<file path="config.mk">
export PLATFORM = sky130hd
export DESIGN_NAME = multicycle_control_fsm_flat
export DESIGN_NICKNAME = d
export VERILOG_FILES = /design/src/rtl/multicycle_control_fsm_if.sv /design/src/rtl/multicycle_control_fsm.sv /design/src/flat_wrapper.sv
export SDC_FILE = /design/constraint.sdc
export NUM_CORES = 1
export LEC_CHECK = 0
export CAP_MARGIN = 40
export CORE_MARGIN = 2
export CORE_UTILIZATION = 44
export DETAILED_ROUTE_END_ITERATION = 12
export GPL_TIMING_DRIVEN = 0
export PLACE_DENSITY = 0.8
export SETUP_SLACK_MARGIN = 0.15
export SLEW_MARGIN = 10
export SYNTH_ARGS = -nofsm -noshare
export SYNTH_HDL_FRONTEND = slang
export SYNTH_SLANG_ARGS = --single-unit
</file>
<file path="constraint.sdc">
create_clock -name clk -period 1.69 [get_ports clk]
set_input_delay 0.169 -clock clk [delete_from_list [all_inputs] [get_ports clk]]
set_output_delay 0.169 -clock clk [all_outputs]
set_load 0.005 [all_outputs]
</file>
<file path="src/rtl/multicycle_control_fsm_if.sv">
// Control/handshake bundle between the multicycle control FSM and the
// decoder/datapath/memory side. The FSM is the master: it samples the opcode
// and memory ready, and drives every datapath control.
interface multicycle_control_fsm_if;
  logic [6:0] instruction_opcode;
  logic       mem_ready;

  logic       pc_write_cond;
  logic       pc_write;
  logic       lorD;
  logic       memory_read;
  logic       memory_write;
  logic       memory_to_reg;
  logic       ir_write;
  logic       is_immediate;
  logic       reg_write;
  logic [1:0] pc_source;
  logic [1:0] aluop;
  logic [1:0] alu_src_a;
  logic [1:0] alu_src_b;
  logic       illegal_instr;
  logic       bus_error;
  logic       halted;
  logic [3:0] state_dbg;

  // Control FSM side
  modport master (
    input  instruction_opcode, mem_ready,
    output pc_write_cond, pc_write, lorD, memory_read, memory_write,
           memory_to_reg, ir_write, is_immediate, reg_write, pc_source,
           aluop, alu_src_a, alu_src_b, illegal_instr, bus_error, halted,
           state_dbg
  );

  // Datapath / memory side
  modport slave (
    output instruction_opcode, mem_ready,
    input  pc_write_cond, pc_write, lorD, memory_read, memory_write,
           memory_to_reg, ir_write, is_immediate, reg_write, pc_source,
           aluop, alu_src_a, alu_src_b, illegal_instr, bus_error, halted,
           state_dbg
  );
endinterface

</file>
<file path="src/rtl/multicycle_control_fsm.sv">
// Multicycle RV32I control FSM with memory ready/wait handshake, bus-timeout
// watchdog, illegal-opcode trap and ECALL/EBREAK halt.
// Optional feature macro: CTRL_PERF_CNT_EN adds cycle_count / instret_count.
// Controls are decoded from the registered state (plus mem_ready for commit
// strobes and bus_error) and are forced low while reset is high.
module multicycle_control_fsm #(
  parameter int unsigned TIMEOUT_W      = 8,
  parameter int unsigned TIMEOUT_CYCLES = 255,
  parameter int unsigned COUNT_W        = 32
) (
  input  logic                   clk,
  input  logic                   reset,
  multicycle_control_fsm_if.master bus
`ifdef CTRL_PERF_CNT_EN
  ,
  output logic [COUNT_W-1:0]     cycle_count,
  output logic [COUNT_W-1:0]     instret_count
`endif
);

  typedef enum logic [3:0] {
    FETCH    = 4'd0,
    DECODE   = 4'd1,
    MEMADR   = 4'd2,
    MEMREAD  = 4'd3,
    MEMWB    = 4'd4,
    MEMWRITE = 4'd5,
    EXECUTER = 4'd6,
    ALUWB    = 4'd7,
    EXECUTEI = 4'd8,
    JAL      = 4'd9,
    BRANCH   = 4'd10,
    JALR     = 4'd11,
    AUIPC    = 4'd12,
    LUI      = 4'd13,
    TRAP     = 4'd14,
    HALT     = 4'd15
  } state_e;

  localparam logic [6:0] OP_LW     = 7'b0000011;
  localparam logic [6:0] OP_SW     = 7'b0100011;
  localparam logic [6:0] OP_RTYPE  = 7'b0110011;
  localparam logic [6:0] OP_ITYPE  = 7'b0010011;
  localparam logic [6:0] OP_JAL    = 7'b1101111;
  localparam logic [6:0] OP_BRANCH = 7'b1100011;
  localparam logic [6:0] OP_JALR   = 7'b1100111;
  localparam logic [6:0] OP_AUIPC  = 7'b0010111;
  localparam logic [6:0] OP_LUI    = 7'b0110111;
  localparam logic [6:0] OP_SYSTEM = 7'b1110011;

  localparam logic [TIMEOUT_W-1:0] TMO_LIMIT = TIMEOUT_W'(TIMEOUT_CYCLES);
  localparam bit                   WDOG_EN   = (TIMEOUT_CYCLES != 0);

  // Reject parameter sets the counters cannot represent
  if (TIMEOUT_W == 0 || (64'(TIMEOUT_CYCLES) >> TIMEOUT_W) != 0) begin : g_bad_timeout
    $error("TIMEOUT_CYCLES does not fit in TIMEOUT_W bits");
  end
  if (COUNT_W == 0) begin : g_bad_count
    $error("COUNT_W must be nonzero");
  end

  state_e               state;
  state_e               state_next;
  state_e               decode_target;
  logic                 opcode_legal;
  logic                 mem_state;
  logic                 timed_out;
  logic [TIMEOUT_W-1:0] wait_cnt;

  // Opcode decoder: dispatch target out of DECODE and legality flag
  always_comb begin
    decode_target = TRAP;
    opcode_legal  = 1'b1;
    case (bus.instruction_opcode)
      OP_LW, OP_SW: decode_target = MEMADR;
      OP_RTYPE:     decode_target = EXECUTER;
      OP_ITYPE:     decode_target = EXECUTEI;
      OP_JAL:       decode_target = JAL;
      OP_BRANCH:    decode_target = BRANCH;
      OP_JALR:      decode_target = JALR;
      OP_AUIPC:     decode_target = AUIPC;
      OP_LUI:       decode_target = LUI;
      OP_SYSTEM:    decode_target = HALT;
      default: begin
        decode_target = TRAP;
        opcode_legal  = 1'b0;
      end
    endcase
  end

  // Watchdog expiry: ready in the same cycle always wins
  always_comb begin
    mem_state = (state == FETCH) || (state == MEMREAD) || (state == MEMWRITE);
    timed_out = WDOG_EN && mem_state && (wait_cnt == TMO_LIMIT) && !bus.mem_ready;
  end

  // State register
  always_ff @(posedge clk or posedge reset) begin
    if (reset) state <= FETCH;
    else       state <= state_next;
  end

  // Wait counter: clears on any state change, saturates at the limit
  always_ff @(posedge clk or posedge reset) begin
    if (reset)                                   wait_cnt <= '0;
    else if (state_next != state)                wait_cnt <= '0;
    else if (mem_state && wait_cnt != TMO_LIMIT) wait_cnt <= wait_cnt + TIMEOUT_W'(1);
  end

  // Next-state logic
  always_comb begin
    state_next = state;
    case (state)
      FETCH: begin
        if (bus.mem_ready)  state_next = DECODE;
        else if (timed_out) state_next = TRAP;
      end
      DECODE:   state_next = decode_target;
      MEMADR:   state_next = (bus.instruction_opcode == OP_LW) ? MEMREAD : MEMWRITE;
      MEMREAD: begin
        if (bus.mem_ready)  state_next = MEMWB;
        else if (timed_out) state_next = TRAP;
      end
      MEMWB:    state_next = FETCH;
      MEMWRITE: begin
        if (bus.mem_ready)  state_next = FETCH;
        else if (timed_out) state_next = TRAP;
      end
      EXECUTER, EXECUTEI, JAL, JALR, AUIPC, LUI: state_next = ALUWB;
      ALUWB:    state_next = FETCH;
      BRANCH:   state_next = FETCH;
      TRAP:     state_next = FETCH;
      HALT:     state_next = HALT;
      default:  state_next = FETCH;
    endcase
  end

  // Output decode; everything held low during reset
  always_comb begin
    bus.pc_write_cond = 1'b0;
    bus.pc_write      = 1'b0;
    bus.lorD          = 1'b0;
    bus.memory_read   = 1'b0;
    bus.memory_write  = 1'b0;
    bus.memory_to_reg = 1'b0;
    bus.ir_write      = 1'b0;
    bus.is_immediate  = 1'b0;
    bus.reg_write     = 1'b0;
    bus.pc_source     = 2'b00;
    bus.aluop         = 2'b00;
    bus.alu_src_a     = 2'b00;
    bus.alu_src_b     = 2'b00;
    bus.illegal_instr = 1'b0;
    bus.bus_error     = 1'b0;
    bus.halted        = 1'b0;
    bus.state_dbg     = 4'd0;
    if (!reset) begin
      bus.state_dbg = state;
      bus.bus_error = timed_out;
      case (state)
        FETCH: begin
          bus.memory_read = 1'b1;
          bus.alu_src_b   = 2'b01;
          bus.ir_write    = bus.mem_ready;
          bus.pc_write    = bus.mem_ready;
        end
        DECODE: begin
          bus.alu_src_b     = 2'b10;
          bus.alu_src_a     = (bus.instruction_opcode == OP_JALR) ? 2'b01 : 2'b00;
          bus.illegal_instr = !opcode_legal;
        end
        MEMADR: begin
          bus.alu_src_a = 2'b01;
          bus.alu_src_b = 2'b10;
        end
        MEMREAD: begin
          bus.memory_read = 1'b1;
          bus.lorD        = 1'b1;
        end
        MEMWB: begin
          bus.reg_write     = 1'b1;
          bus.memory_to_reg = 1'b1;
        end
        MEMWRITE: begin
          bus.memory_write = 1'b1;
          bus.lorD         = 1'b1;
        end
        EXECUTER: begin
          bus.alu_src_a = 2'b01;
          bus.aluop     = 2'b10;
        end
        EXECUTEI: begin
          bus.alu_src_a    = 2'b01;
          bus.alu_src_b    = 2'b10;
          bus.aluop        = 2'b10;
          bus.is_immediate = 1'b1;
        end
        JAL, JALR: begin
          bus.alu_src_b    = 2'b01;
          bus.pc_write     = 1'b1;
          bus.pc_source    = 2'b01;
          bus.is_immediate = (state == JALR);
        end
        BRANCH: begin
          bus.alu_src_a     = 2'b01;
          bus.aluop         = 2'b01;
          bus.pc_write_cond = 1'b1;
          bus.pc_source     = 2'b01;
        end
        AUIPC: bus.alu_src_b = 2'b10;
        LUI: begin
          bus.alu_src_a = 2'b10;
          bus.alu_src_b = 2'b10;
        end
        ALUWB: bus.reg_write = 1'b1;
        TRAP: begin
          bus.pc_write  = 1'b1;
          bus.pc_source = 2'b10;
        end
        HALT: bus.halted = 1'b1;
        default: ;
      endcase
    end
  end

`ifdef CTRL_PERF_CNT_EN
  // Performance counters: active cycles and retired instructions
  always_ff @(posedge clk or posedge reset) begin
    if (reset) begin
      cycle_count   <= '0;
      instret_count <= '0;
    end else begin
      if (state != HALT) cycle_count <= cycle_count + COUNT_W'(1);
      if (state_next == FETCH && state != FETCH && state != TRAP)
        instret_count <= instret_count + COUNT_W'(1);
    end
  end
`endif

endmodule

</file>
<file path="src/flat_wrapper.sv">
// flat-port wrapper written by rule: the top's interface ports become plain ports
module multicycle_control_fsm_flat 
#(
  parameter int unsigned TIMEOUT_W      = 8,
  parameter int unsigned TIMEOUT_CYCLES = 255,
  parameter int unsigned COUNT_W        = 32
)
  (clk, reset, bus_instruction_opcode, bus_mem_ready, bus_pc_write_cond, bus_pc_write, bus_lorD, bus_memory_read, bus_memory_write, bus_memory_to_reg, bus_ir_write, bus_is_immediate, bus_reg_write, bus_pc_source, bus_aluop, bus_alu_src_a, bus_alu_src_b, bus_illegal_instr, bus_bus_error, bus_halted, bus_state_dbg);
  multicycle_control_fsm_if bus_i ();
  input  logic clk;
  input  logic reset;
  input wire logic [$bits(bus_i.instruction_opcode)-1:0] bus_instruction_opcode;
  input wire logic [$bits(bus_i.mem_ready)-1:0] bus_mem_ready;
  output wire logic [$bits(bus_i.pc_write_cond)-1:0] bus_pc_write_cond;
  output wire logic [$bits(bus_i.pc_write)-1:0] bus_pc_write;
  output wire logic [$bits(bus_i.lorD)-1:0] bus_lorD;
  output wire logic [$bits(bus_i.memory_read)-1:0] bus_memory_read;
  output wire logic [$bits(bus_i.memory_write)-1:0] bus_memory_write;
  output wire logic [$bits(bus_i.memory_to_reg)-1:0] bus_memory_to_reg;
  output wire logic [$bits(bus_i.ir_write)-1:0] bus_ir_write;
  output wire logic [$bits(bus_i.is_immediate)-1:0] bus_is_immediate;
  output wire logic [$bits(bus_i.reg_write)-1:0] bus_reg_write;
  output wire logic [$bits(bus_i.pc_source)-1:0] bus_pc_source;
  output wire logic [$bits(bus_i.aluop)-1:0] bus_aluop;
  output wire logic [$bits(bus_i.alu_src_a)-1:0] bus_alu_src_a;
  output wire logic [$bits(bus_i.alu_src_b)-1:0] bus_alu_src_b;
  output wire logic [$bits(bus_i.illegal_instr)-1:0] bus_illegal_instr;
  output wire logic [$bits(bus_i.bus_error)-1:0] bus_bus_error;
  output wire logic [$bits(bus_i.halted)-1:0] bus_halted;
  output wire logic [$bits(bus_i.state_dbg)-1:0] bus_state_dbg;
  assign bus_i.instruction_opcode = bus_instruction_opcode;
  assign bus_i.mem_ready = bus_mem_ready;
  assign bus_pc_write_cond = bus_i.pc_write_cond;
  assign bus_pc_write = bus_i.pc_write;
  assign bus_lorD = bus_i.lorD;
  assign bus_memory_read = bus_i.memory_read;
  assign bus_memory_write = bus_i.memory_write;
  assign bus_memory_to_reg = bus_i.memory_to_reg;
  assign bus_ir_write = bus_i.ir_write;
  assign bus_is_immediate = bus_i.is_immediate;
  assign bus_reg_write = bus_i.reg_write;
  assign bus_pc_source = bus_i.pc_source;
  assign bus_aluop = bus_i.aluop;
  assign bus_alu_src_a = bus_i.alu_src_a;
  assign bus_alu_src_b = bus_i.alu_src_b;
  assign bus_illegal_instr = bus_i.illegal_instr;
  assign bus_bus_error = bus_i.bus_error;
  assign bus_halted = bus_i.halted;
  assign bus_state_dbg = bus_i.state_dbg;
  multicycle_control_fsm #(.TIMEOUT_W(TIMEOUT_W), .TIMEOUT_CYCLES(TIMEOUT_CYCLES), .COUNT_W(COUNT_W)) u_core (.clk(clk), .reset(reset), .bus(bus_i));
endmodule
</file>
== Yosys cells after proc, flatten, opt, wreduce, memory -nomap -nowiden ==
Cells that the tools add are included.

* Bits in registers: 12
* Input bits: 10
* Output and inout bits: 24
* Word-level logic and storage cells: 97

* Add/subtract/negate cells: 1
* Equality and inequality tests: 28
* Mux-type cells: 43
* Reduce and logical (&&, ||, !) cells: 23

{| class="wikitable"
|+ Operators by type and width
! kind !! count
|-
| $pmux W4 S9 || 1
|-
| $eq A4 B4 Y1 const B || 8
|-
| $pmux W4 S8 || 1
|-
| $eq A7 B7 Y1 const B || 4
|-
| $mux W1 || 23
|-
| $eq A7 B6 Y1 const B || 3
|-
| $mux W4 || 5
|-
| $eq A4 B3 Y1 const B || 4
|-
| $mux W8 || 2
|-
| $eq A7 B5 Y1 const B || 2
|-
| $pmux W2 S2 || 3
|-
| $reduce_or A2 Y1 || 6
|-
| $reduce_or A10 Y1 || 1
|-
| $reduce_or A3 Y1 || 3
|-
| $add A8 B1 Y8 const B || 1
|-
| $eq A4 B2 Y1 const B || 2
|-
| $eq A8 B8 Y1 const B || 1
|-
| $mux W2 || 4
|-
| $ne A8 B8 Y1 const B || 1
|-
| $reduce_or A4 Y1 || 2
|-
| $eq A7 B2 Y1 const B || 1
|-
| $pmux W2 S3 || 1
|-
| $reduce_or A6 Y1 || 1
|-
| $reduce_or A5 Y1 || 1
|-
| other kinds (9) || 14
|}

== Longest topological paths before layout ==
* Depth in word-level cells: 10
* Mapped depth: 7
* Mapped depth without buffers: 6

== Worst setup path after synthesis ==
OpenSTA, ideal clock, no wires.

* Path kind: register to register
* Start: register u_core.state[1]
* End: register u_core.wait_cnt[0]
* Setup time: 0.142 ns
* Data arrival time: 1.544 ns
* Data required time: 1.548 ns
* Slack: 0.004 ns
* Cell stages (with the launch flop): 7
* Buffers on the path: 1
* Clock period less this slack: 1.686 ns
* Cells stage by stage: dfrtp_1 -> buf_6 -> nand2b_4 -> or3_4 -> or3_4 -> nand3_4 -> nor3_1

* Word-level cells in the longest chain between the ends: 10
* Elaborated cells on any way between the ends: 31
* Those cells by class: 16 x eq/ne; 6 x mux; 9 x reduce/logical

{| class="wikitable"
|+ Ends and longest elaborated chain
! element !! RTL line !! text
|-
| start, declared || multicycle_control_fsm.sv:62 || <nowiki>state_e state;</nowiki>
|-
| start signal, assigned || multicycle_control_fsm.sv:100 || <nowiki>else state <= state_next;</nowiki>
|-
| $eq A4 B2 Y1 or $logic_not A4 Y1 (tied branches) || multicycle_control_fsm.sv:93, multicycle_control_fsm.sv:113 ||
|-
| $logic_or A1 B1 Y1 (2 in series) || multicycle_control_fsm.sv:93 || <nowiki>mem_state = (state == FETCH) || (state == MEMREAD) || (state == MEMWRITE);</nowiki>
|-
| $logic_and A1 B1 Y1 (2 in series) || multicycle_control_fsm.sv:94 || <nowiki>timed_out = WDOG_EN && mem_state && (wait_cnt == TMO_LIMIT) && !bus.mem_ready;</nowiki>
|-
| $mux W4 || multicycle_control_fsm.sv:116, multicycle_control_fsm.sv:122, multicycle_control_fsm.sv:127 ||
|-
| $mux W4 (on tied branches) || multicycle_control_fsm.sv:126, multicycle_control_fsm.sv:115, multicycle_control_fsm.sv:121 ||
|-
| $pmux W4 S8 || multicycle_control_fsm.sv:113 || <nowiki>case (state)</nowiki>
|-
| $ne A4 B4 Y1 || multicycle_control_fsm.sv:106 || <nowiki>else if (state_next != state) wait_cnt <= '0;</nowiki>
|-
| $mux W8 or $reduce_bool A2 Y1 (tied branches) || -- ||
|-
| end signal, assigned || multicycle_control_fsm.sv:107 || <nowiki>else if (mem_state && wait_cnt != TMO_LIMIT) wait_cnt <= wait_cnt + TIMEOUT_W'(1);</nowiki>
|-
| end, declared || multicycle_control_fsm.sv:68 || <nowiki>logic [TIMEOUT_W-1:0] wait_cnt;</nowiki>
|}

Several ways; a longest one is shown, not always the timed one.
A chain may end at the register's enable or synchronous reset.

== Final worst setup path ==
Same ends and word-level chain as after synthesis.

==> metrics.md <==
| Metric | Value |
|---|---|
| CTS max path bufs | `2` |
| Syn avg cell area | `just under 8 µm²` |
| Clock-pin slew on the worst setup and hold paths | `0.08 ns` |
| Final worst setup slack | `-0.313 ns` |
| # rows | `19` |
| Syn Std Cell Area | `1330 µm²` |
| Root buffer cell | `clkbuf_4` |
| CTS tree | `yes` |
| CTS buffer count | `3` |
| Total number of yosys warnings | `0` |
| Vias per cell | `approximately 7.1` |
| Syn nets | `182` |
| Core area | `2810 µm²` |
| Ranking of synthesized cells by area | `dfrtp_1 23%, nor3_1 7.1%, nor2_1 5.9%, xnor2_1 4.6%, nand2b_1 4.2%` |
| Top cell type's share of synthesized area | `22.6%` |
| Tot GR Track Use | `36.3%` |
| Post-synth ARST share | `100%` |
| Post-route minimum period | `~2 ns` |
| Worst Skew | `approximately 0.012 ns` |
| Total Wirelength | `approximately 7800 µm` |
| Crit path DAT | `2.18 ns` |
| Critical Path Start Type | `register` |
| Max-Cap Viols | `0` |
| Pint | `roughly 0.0025 W` |
| Compound-gate portion of the synthesized area | `a little under a fifth` |
| Tcrit/Tclk final | `119%` |
| Die Height | `59.0 µm` |
| Worst Setup End Kind | `register` |
| GP Congestion | `0.889` |
| Synth Area in Simple Gates | `45.4%` |
| XOR/XNOR Fraction of Synth Area | `under 10%` |
| #FFs+latches synth | `12` |
| Starting DRT DRC Count | `319` |
| Failing checks | `design-rule violations, negative setup slack` |
| Final setup viols | `28` |
| First-pass GRT wire length | `slightly above 9000 µm` |
| Hold Violations, Final | `0` |
| Least-Margin Pin Slew | `0.401 ns` |
| Pins Over Slew Limit | `0` |
| # diodes | `0` |
| Largest family of logic cells by synthesized area | `simple AND/OR/NAND/NOR gates` |
| Initial antenna violation count | `0` |
| Die ar. | `3480 µm²` |
| Pin count of the biggest net entering global routing | `13` |
| Combinational Power Share | `87.3%` |
| Vias in the first global route | `1,800` |
| Most used DFF post-synth | `dfrtp_1` |
| P_leak | `1.10 nW` |
| Slew HR | `73.2%` |
| Switching pwr | `approximately 0.0024 W` |
| Share of layout cells above drive strength 1 | `between 60% and 70%` |
| Seq/Total Area, Yosys | `22.6%` |
| Final HPWL from detailed placement | `2720 µm` |
| Worst reg2reg path depth | `8` |
| Clock Latency Late Sink | `0.28 ns` |
| Pwr per Cell Area | `1920 nW/µm²` |
| Clock sink count | `12` |
| Req. time, crit path | `1.87 ns` |
| Hold Path Class | `in2async` |
| Max VDD drop | `0.00143 V` |
| Register share of total power | `8.0%` |
| Layout area overhead | `93.9%` |
| Dominant cell type by area after synthesis | `dfrtp_1` |
| Synth unique cells | `53` |
| Drt first pass iters | `10` |
| Fmax | `roughly 500 MHz` |
| IO Pins | `34` |
| CTS Hold Bufs | `0` |
| Final nets | `~270` |
| DR vias | `2,044` |
| Post-Synthesis Cells | `171` |
| Status | `complete, but fails checks` |
| Worst Path Max Fanout | `8` |
| Number of synthesized flops with an enable pin | `0` |
| Clock power share | `4.6%` |
| Initial core utilization | `47.4%` |
| Dpl cell area | `1700 µm²` |
| Post-layout util | `91.9%` |
| Reg2reg setup slack | `-0.31 ns` |
| Remaining global-route overflow | `0` |
| RSZ-0062 raised after global routing | `yes` |
| I/O Buffers | `32` |
| Final Cell Area | `2580 µm²` |
| Die width | `59.0 µm` |
| Switching Share | `49.0%` |
| DR DRC count | `1` |
| Mux contribution to synthesized area | `1.51%` |
| H-tree depth | `1` |
| Synth Area in Adders | `less than 1%` |
| Post-route ant nets | `0` |
| Setup CP Type | `reg2reg` |
| Wire per inst | `27.2 µm` |
[registers in the layout, indices dropped and copies added (netlist names)]
signal / count
u_core.state: 4
u_core.wait_cnt: 8
[worst paths after layout]
path,start,endpoint
worst min-delay path,reset,u_core.wait_cnt[4]
worst max-delay path,u_core.state[1],u_core.wait_cnt[0]
max in group asynchronous,reset,u_core.state[3]
worst max register to register,u_core.state[1],u_core.wait_cnt[0]
worst min register to register,u_core.wait_cnt[7],u_core.wait_cnt[7]
min in group clk,bus_mem_ready,u_core.state[3]
[routing by layer]
layer | global-route usage [%] | wire [µm] | vias to the layer above
met3 | 8.95 | 981 | 71
met4 | 15.9 | 600 | 0
met1 | 45.8 | 2650 | 960
met5 | 0 | 0 | -
met2 | 58.9 | 3590 | 219
li1 | - | - | 794
[layout make-up]
cell class                      instances  area, µm²
Timing Repair Buffer                   81        673
Sequential cell                        12        302
Tap cell                               31       38.8
Fill cell                             101        226
Buffer                                 13        161
Clock buffer                            4       36.3
Multi-Input combinational cell        145       1360
Inverter                                1       7.51
[power groups by stage]
stage | clock [W] | combinational, W | sequential, W
after floorplan | 0 | 0.00138 | 0.000394
after global placement | 0 | 0.00191 | 0.000405
after detailed placement | 0 | 0.00194 | 0.000406
after CTS | 0.000227 | 0.00322 | 0.000381
after global routing | 0.000241 | 0.00438 | 0.000400
final | 0.000228 | 0.00432 | 0.000398
[Yosys cell counts (all sizes together), types with 3 or more instances]
| cell type | number |
|---|---|
| nor2 | 23 |
| a21oi | 7 |
| nor4 | 6 |
| buf | 8 |
| o21ai | 6 |
| nor3 | 20 |
| nand2 | 10 |
| nor2b | 7 |
| dfrtp | 12 |
| nand3 | 8 |
| nand2b | 10 |
| or3 | 3 |
| xnor2 | 7 |
| clkbuf | 5 |
[layout by cell type, fill, tap and decap left out, drive strengths merged, types with 8 or more instances in the layout]
| master | n |
|---|---|
| buf | 81 |
| nor2 | 23 |
| nor3 | 20 |
| dfrtp | 12 |
| nand2 | 10 |
| nand2b | 10 |
| nand3 | 8 |
[critical path, cell delays in order, from the launching register on]
cell and delay, ns:
dfrtp_1 0.38, buf_6 0.13, buf_6 0.14, and4bb_4 0.22
a31oi_4 0.29, o31a_2 0.24, o41ai_4 0.10, buf_6 0.17
nor3_2 0.22
[logic make-up after synthesis]
logic type,Yosys count
AO/OA/AOI/OAI,30
XOR/XNOR,9
adder cells (fa/ha/maj),1
buffers and inverters,14
flip-flops,12
multiplexers,2
AND/OR/NAND/NOR,103
[per-stage QoR]
step / TNS (ns) / setup slack, ns / power (W) / hold slack [ns] / cells
2_1_floorplan: 0 / 0.0790 / 0.00178 / 0.251 / 171
3_3_place_gp: -10.09 / -0.625 / 0.00232 / 0.546 / 234
3_5_place_dp: -10.62 / -0.664 / 0.00234 / 0.555 / 234
4_1_cts: -2.09 / -0.182 / 0.00383 / 0.376 / 277
5_1_grt: -5.29 / -0.326 / 0.00503 / 0.338 / 287
6_report: -4.53 / -0.313 / 0.00495 / 0.331 / 287
[timing repair]
item | CTS | global route
cloned | 1 | 0
setup endpoints to repair | 36 | 35
setup buffers | 38 | 10
resized for setup | 165 | 58
pin swaps | 29 | 21
Power figures use the tool's default switching activity.
